<file path="config.mk">
export PLATFORM = sky130hd
export DESIGN_NAME = gpin_conditioner
export DESIGN_NICKNAME = d
export VERILOG_FILES = /design/src/rtl/gpin_pkg.sv /design/src/rtl/gpin_filter_bit.sv /design/src/rtl/gpin_conditioner.sv
export SDC_FILE = /design/constraint.sdc
export NUM_CORES = 1
export LEC_CHECK = 0
export CORE_ASPECT_RATIO = 0.5
export CORE_UTILIZATION = 39
export CTS_CLUSTER_SIZE = 14
export DETAILED_ROUTE_END_ITERATION = 16
export HOLD_SLACK_MARGIN = 0.03
export PLACE_DENSITY = 0.9
export SLEW_MARGIN = 40
export SYNTH_ARGS = -nofsm -noshare
export SYNTH_HDL_FRONTEND = slang
export SYNTH_SLANG_ARGS = --single-unit
</file>
<file path="constraint.sdc">
create_clock -name clk -period 3.26 [get_ports clk]
set_clock_uncertainty 0.2 [all_clocks]
set_input_delay 0.652 -clock clk [delete_from_list [all_inputs] [get_ports clk]]
set_output_delay 0.652 -clock clk [all_outputs]
set_load 0.02 [all_outputs]
</file>
<file path="src/rtl/gpin_pkg.sv">
// gpin_pkg: shared constants for the general-purpose input conditioner.
// Register word indices and the default glitch-filter length.
package gpin_pkg;

  localparam logic [1:0] GPIN_LEVEL = 2'd0;
  localparam logic [1:0] GPIN_MASK  = 2'd1;
  localparam logic [1:0] GPIN_PEND  = 2'd2;
  localparam logic [1:0] GPIN_RAW   = 2'd3;

  localparam int GPIN_FILT_DEF = 4;

endpackage

</file>
<file path="src/rtl/gpin_filter_bit.sv">
// gpin_filter_bit: one input bit -- 2-flop synchroniser, stability filter,
// registered level and rise/fall pulses derived from the filtered level.
// Ports: clk, reset (sync, active-high), i_pin (async pin),
//        o_s2 (synchronised raw), o_level (filtered), o_rise, o_fall.
module gpin_filter_bit
  import gpin_pkg::*;
#(
  parameter int FILT = GPIN_FILT_DEF
) (
  input  logic clk,
  input  logic reset,
  input  logic i_pin,
  output logic o_s2,
  output logic o_level,
  output logic o_rise,
  output logic o_fall
);

  localparam int CW = $clog2(FILT + 1);
  localparam logic [CW-1:0] LAST = CW'(FILT - 1);

  logic          r_s1;
  logic          r_s2;
  logic          r_level;
  logic          r_level_d;
  logic [CW-1:0] r_cnt;

  always_ff @(posedge clk) begin
    if (reset) begin
      r_s1      <= 1'b0;
      r_s2      <= 1'b0;
      r_level   <= 1'b0;
      r_level_d <= 1'b0;
      r_cnt     <= '0;
    end else begin
      r_s1      <= i_pin;
      r_s2      <= r_s1;
      r_level_d <= r_level;
      // any sample agreeing with level restarts the count
      if (r_s2 == r_level) begin
        r_cnt <= '0;
      end else if (r_cnt == LAST) begin
        r_level <= r_s2;
        r_cnt   <= '0;
      end else begin
        r_cnt <= r_cnt + CW'(1);
      end
    end
  end

  assign o_s2    = r_s2;
  assign o_level = r_level;
  assign o_rise  = r_level & ~r_level_d;
  assign o_fall  = ~r_level & r_level_d;

endmodule

</file>
<file path="src/rtl/gpin_conditioner.sv">
// gpin_conditioner: conditions N async pins into clean levels, latches
// edges into W1C pending flags and drives a maskable registered irq.
// Ports: clk, reset, pin_in[N], level[N], cs, we, addr[2], wdata[32],
//        rdata[32] (combinational read), irq.
module gpin_conditioner
  import gpin_pkg::*;
#(
  parameter int N    = 2,
  parameter int FILT = GPIN_FILT_DEF
) (
  input  logic          clk,
  input  logic          reset,
  input  logic [N-1:0]  pin_in,
  output logic [N-1:0]  level,
  input  logic          cs,
  input  logic          we,
  input  logic [1:0]    addr,
  input  logic [31:0]   wdata,
  output logic [31:0]   rdata,
  output logic          irq
);

  localparam int W2 = 2 * N;

  logic [N-1:0]  w_s2;
  logic [N-1:0]  w_rise;
  logic [N-1:0]  w_fall;
  logic          w_wr;
  logic          w_wr_mask;
  logic [W2-1:0] w_clr;

  logic [W2-1:0] r_pend;
  logic [W2-1:0] r_mask;
  logic          r_irq;

  for (genvar gi = 0; gi < N; gi++) begin : g_bit
    gpin_filter_bit #(
      .FILT(FILT)
    ) u_bit (
      .clk    (clk),
      .reset  (reset),
      .i_pin  (pin_in[gi]),
      .o_s2   (w_s2[gi]),
      .o_level(level[gi]),
      .o_rise (w_rise[gi]),
      .o_fall (w_fall[gi])
    );
  end

  if (W2 < 32) begin : g_unused
    logic w_unused;
    assign w_unused = ^wdata[31:W2];
  end

  assign w_wr      = cs & we;
  assign w_wr_mask = w_wr && (addr == GPIN_MASK);
  assign w_clr     = (w_wr && (addr == GPIN_PEND))
                     ? wdata[W2-1:0] : '0;

  always_ff @(posedge clk) begin
    if (reset) begin
      r_pend <= '0;
      r_mask <= '0;
      r_irq  <= 1'b0;
    end else begin
      // set is OR-ed after the clear so a same-cycle event wins
      r_pend <= (r_pend & ~w_clr) | {w_fall, w_rise};
      if (w_wr_mask) begin
        r_mask <= wdata[W2-1:0];
      end
      r_irq <= |(r_pend & r_mask);
    end
  end

  assign irq = r_irq;

  always_comb begin
    rdata = '0;
    if (cs) begin
      unique case (addr)
        GPIN_LEVEL: rdata[N-1:0]  = level;
        GPIN_MASK:  rdata[W2-1:0] = r_mask;
        GPIN_PEND:  rdata[W2-1:0] = r_pend;
        GPIN_RAW:   rdata[N-1:0]  = w_s2;
      endcase
    end
  end

endmodule

</file>
* Word-level counts from Yosys, hierarchy flattened
Index checks and enable logic that the tools add are counted.
Cells by class: add/subtract/negate cells 2, equality and inequality tests 7, reduce and logical (&&, ||, !) cells 8, mux-type cells 4, bitwise logic cells 15
Operators with widths (number):
- 4-bit AND | 2
- 4-bit two-way mux | 2
- 2-bit case mux with 4 select lines | 1
- 3-bit by 1-bit adder with 3-bit output (second input constant) | 2
- 3-bit by 2-bit equality test with 1-bit output (second input constant) | 2
- 1-bit NOT | 6
- 3-bit OR reduction | 2
- 1-bit AND | 5
- 2-bit equality test (second input constant) | 2
- 4-bit NOT | 1
- 4-bit OR | 1
- 2-bit case mux with 2 select lines | 1
- 2-bit AND reduction | 2
- 4-bit OR reduction | 1
- 1-bit equality test | 2
- 2-bit by 1-bit equality test with 1-bit output (second input constant) | 1
- 1-bit logical AND | 2
- 2-bit logical NOT | 1
Word-level totals: bits in registers 23, output and inout port bits 35, input bits 40

* Depth between registers and ports, before layout
depth in word-level cells 6, depth in mapped cells 6, depth with buffers taken out 5

* By module
From an unflattened synthesis, not the netlist that was laid out.
Second synthesis, totals: cell total of the unflattened synthesis 131, area, all modules 1268.7 um^2
By module, submodules not included:
- gpin_conditioner | cells each 89, instances 1, area each 765.7 um^2
- gpin_filter_bit | cells each 21, instances 2, area each 251.5 um^2

* Worst setup path after synthesis
OpenSTA, ideal clock, no wires.
kind input port to output port, from input addr[0], to output rdata[0], path slack 845 ps, buffers on the path 1, data required time 2408 ps, cell stages on the path 5, data arrival time 1563 ps, cell sequence inv_1 ha_1 clkbuf_1 a222oi_1 a21oi_1
Between the ends: longest elaborated chain between the ends 3
RTL lines:
- start: declaration | line gpin_conditioner.sv:17 | input logic [1:0] addr,
- 2-bit equality test, or another cell as far along | line gpin_conditioner.sv:80 | unique case (addr)
- 2-bit case mux with 4 select lines (*) | line gpin_conditioner.sv:80
- 4-bit two-way mux (*) | line gpin_conditioner.sv:79 | if (cs) begin
- end: declaration | line gpin_conditioner.sv:19 | output logic [31:0] rdata,
Every way passes the cells marked *; elsewhere a longest branch is shown, timed or not.

* Worst setup path after layout
from input addr[0], to output rdata[1]
The elaborated chain is that of the path after synthesis.

==> flow_summary_export.csv <==
group,metric,value,unit
clock_network,htreeDepth,1,
worst_setup_path,crit_type,"in -> out",
synthesis,synth_xor_area_share,1.46,%
sta,slew_violations,0,
floorplanning,rows,13,
hold_path,hold_class,"reg -> reg",
clock_network,clk_pin_slew,80,ps
synthesis,synthAdderAreaFrac,8.32,%
global_routing,grt_use_total,12.9,%
global_routing,grt.overflow.total,0,
synthesis,synthCells,132,
routing,dr.pass1.iters,5,
floorplanning,start_util,43.8,%
cells_and_area,instances_no_fill,188,
routing,dr_total_vias,856,
routing,drt_iter0_drc,60,
place,io_buffers,18,
cells_and_area,fin_nets,200,
place,place_ws,-31.0,ps
synthesis,synthArstFlopShare,0,%
cells_and_area,fin_util,49.5,%
synthesis,synth-simple-area-share,15.2,%
clock_network,clockBufferDepth,2,
place,routabilityCongestion,0.806,
global_routing,grt_pass1_vias,748,
synthesis,syn-cell-area,0.00120,sq mm
cells_and_area,layout-drive-gt1-share,9.93,%
synthesis,synthFlopType,"dfxtp_1",
worst_setup_path,cp_cell_sequence,"clkdlybuf4s50_1 -> inv_1 -> ha_1 -> a222oi_1 -> a21oi_1 -> dlygate4sd2_1",
synthesis,syn_avg_cell_area,9.12,sq um
synthesis,synth_most_common_cell,"buf_4",
place,placed_cells,184,
synthesis,yosysSeqAreaShare,38.3,%
floorplanning,core,0.00275,sq mm
sta,hold_ws,232,ps
worst_setup_path,crit_path_max_fanout,4,
worst_setup_path,startpoint_type,"input port",
floorplanning,io_pins,75,
synthesis,synth_edf_count,0,
sta,final-hold-violation-count,0,
synthesis,yosysTopAreaCellShare,38.3,%
clock_network,cts_buffers,3,
synthesis,synth_compound_area_share,9.56,%
place,placed_cell_area,0.00132,sq mm
routing,antenna_left,0,
global_routing,grt_max_degree,14,
floorplanning,fp.dieArea,0.00333,sq mm
place,hpwl,1480,microns
routing,route.detailed.drc,0,
pwr,power.total,535,uW
sta,rsz0062_at_grt,"no",
cells_and_area,antenna_cells,0,
cells_and_area,syn2layout_area_growth,13.1,%
job,cap_violations,0,
clock_network,cts_tree,"built",
clock_network,clock-sinks,23,
worst_setup_path,max_stage_delay,520,ps
run_status,status,"finished clean",
sta,finalSetupTns,0,ps
pwr,power_leakage,0.612,nW
synthesis,yosys.area.top_type,"dfxtp_1",
sta,setup_violations,0,
global_routing,grt_pass1_wl,3070,microns
cells_and_area,fin_area,0.00136,sq mm
floorplanning,die_y,41.3,microns
synthesis,synth_top_family_by_area,"buffers and inverters",
synthesis,yosys_warnings,0,
floorplanning,die-width,80.6,microns
synthesis,ys_ff_latch,23,
sta,period_minus_slack,3130,ps
clock_network,clk_latency,260,ps
sta,setup_slack,127,ps
sta,fin_crit_sh,96.1,%
global_routing,antenna_found_initial,0,
pwr,irDropWorstVdd,0.318,mV
clock_network,clock-root-buffer,"clkbuf_8",
routing,wire_per_inst,10.5,microns
routing,drt-total-wl,1970,microns
routing,via_per_inst,4.55,
synthesis,synth_area_leaders,"dfxtp_1 38%, buf_4 19%, ha_1 8.3%",
synthesis,synth_common_cells,"30 x buf_4, 23 x dfxtp_1, 8 x ha_1, 8 x nor2_1",
cells_and_area,fillers,243,
synthesis,synth_mux_area_share,4.99,%
sta,fmax,319,MHz
worst_setup_path,critical_path_required,2410,ps
worst_setup_path,worst_ep_arrival_time,2280,ps
worst_setup_path,crit_path_end_kind,"primary output",
worst_setup_path,crit_path_top_delay_cell,"clkdlybuf4s50_1",
synthesis,ys_types,22,
pwr,powerDensity,393,mW/mm^2
[repair_timing]
action	4_1_cts	5_1_grt
gates resized for setup	3	1
hold endpoints to repair	0	0
setup endpoints to repair	3	1
hold buffers	0	0
buffers inserted	0	0
[layer usage]
metal	GRT usage, %	vias to the layer above	routed length (microns)
li1	-	411	-
met1	13.8	382	853
met2	24.6	57	929
met3	3.33	6	149
met4	8.04	0	40
met5	0	-	0
[sequential cells by signal, indices dropped and copies added (netlist names)]
name,cells
g_bit.u_bit.o_s2,2
g_bit.u_bit.o_level,2
g_bit.u_bit.r_level_d,2
g_bit.u_bit.r_cnt,6
g_bit.u_bit.r_s1,2
r_mask,4
irq,1
r_pend,4
[cells in the final DEF, fill, tap and decap left out]
master           instances
a21oi_1                  7
nor2_2                   6
buf_4                    3
clkdlybuf4s50_1         14
inv_1                    7
nand2b_1                 2
or3_4                    2
dfxtp_1                 23
mux2i_1                  6
nor2_1                   8
nand3_1                  1
a22oi_1                  4
clkbuf_8                 3
conb_1                  28
a222oi_1                 2
dlygate4sd2_1            3
clkinv_2                 1
or2b_1                   2
nor2b_1                  6
xnor2_1                  2
nand2_1                  6
o21ai_1                  4
ha_1                     8
dlymetal6s2s_1           1
o21ai_0                  2
[power by group]
| group | total, mW | switching, mW | leakage (nW) | internal, mW |
|---|---|---|---|---|
| combinational | 0.0726 | 0.0493 | 0.400 | 0.0233 |
| sequential | 0.288 | 0.00281 | 0.186 | 0.285 |
| clock | 0.174 | 0.0891 | 0.0255 | 0.0853 |
[path summary, 6_finish.rpt]
path,slack (ps),from,cells past startpoint,endpoint
max,130,addr[0],6,rdata[1]
min,230,g_bit[1].u_bit.r_cnt[0]$_SDFF_PP0_,1,g_bit[1].u_bit.r_cnt[0]$_SDFF_PP0_
max reg2reg,1740,g_bit[0].u_bit.r_cnt[0]$_SDFF_PP0_,4,g_bit[0].u_bit.r_cnt[2]$_SDFF_PP0_
min reg2reg,230,g_bit[1].u_bit.r_cnt[0]$_SDFF_PP0_,1,g_bit[1].u_bit.r_cnt[0]$_SDFF_PP0_
[cells by family (layout without fill, tap and decap cells)]
family                   count (synthesis)  after routing
adder cells (fa/ha/maj)                  8              8
multiplexers                             6              6
AND/OR/NAND/NOR                         33             33
other                                    1             28
XOR/XNOR                                 2              2
flip-flops                              23             23
AO/OA/AOI/OAI                           19             19
buffers and inverters                   40             32
[area by class of cell]
type	instances	area (sq um)	area share, %
clock buffers	3	41.3	3.03
clock inverters	1	5.00	0.368
multi-input cells	96	581	42.6
flip-flops and latches	23	460	33.8
repair buffers	21	201	14.8
inverters	7	26.3	1.93
well taps	37	46.3	3.40
[worst max-delay path: cells and delay by family]
| family | cells | cell delay [ps] |
|---|---|---|
| buffers and inverters | 3 | 940 |
| AOI/OAI and AO/OA | 2 | 440 |
| adders and majority gates | 1 | 240 |
Power figures use the tool's default switching activity.
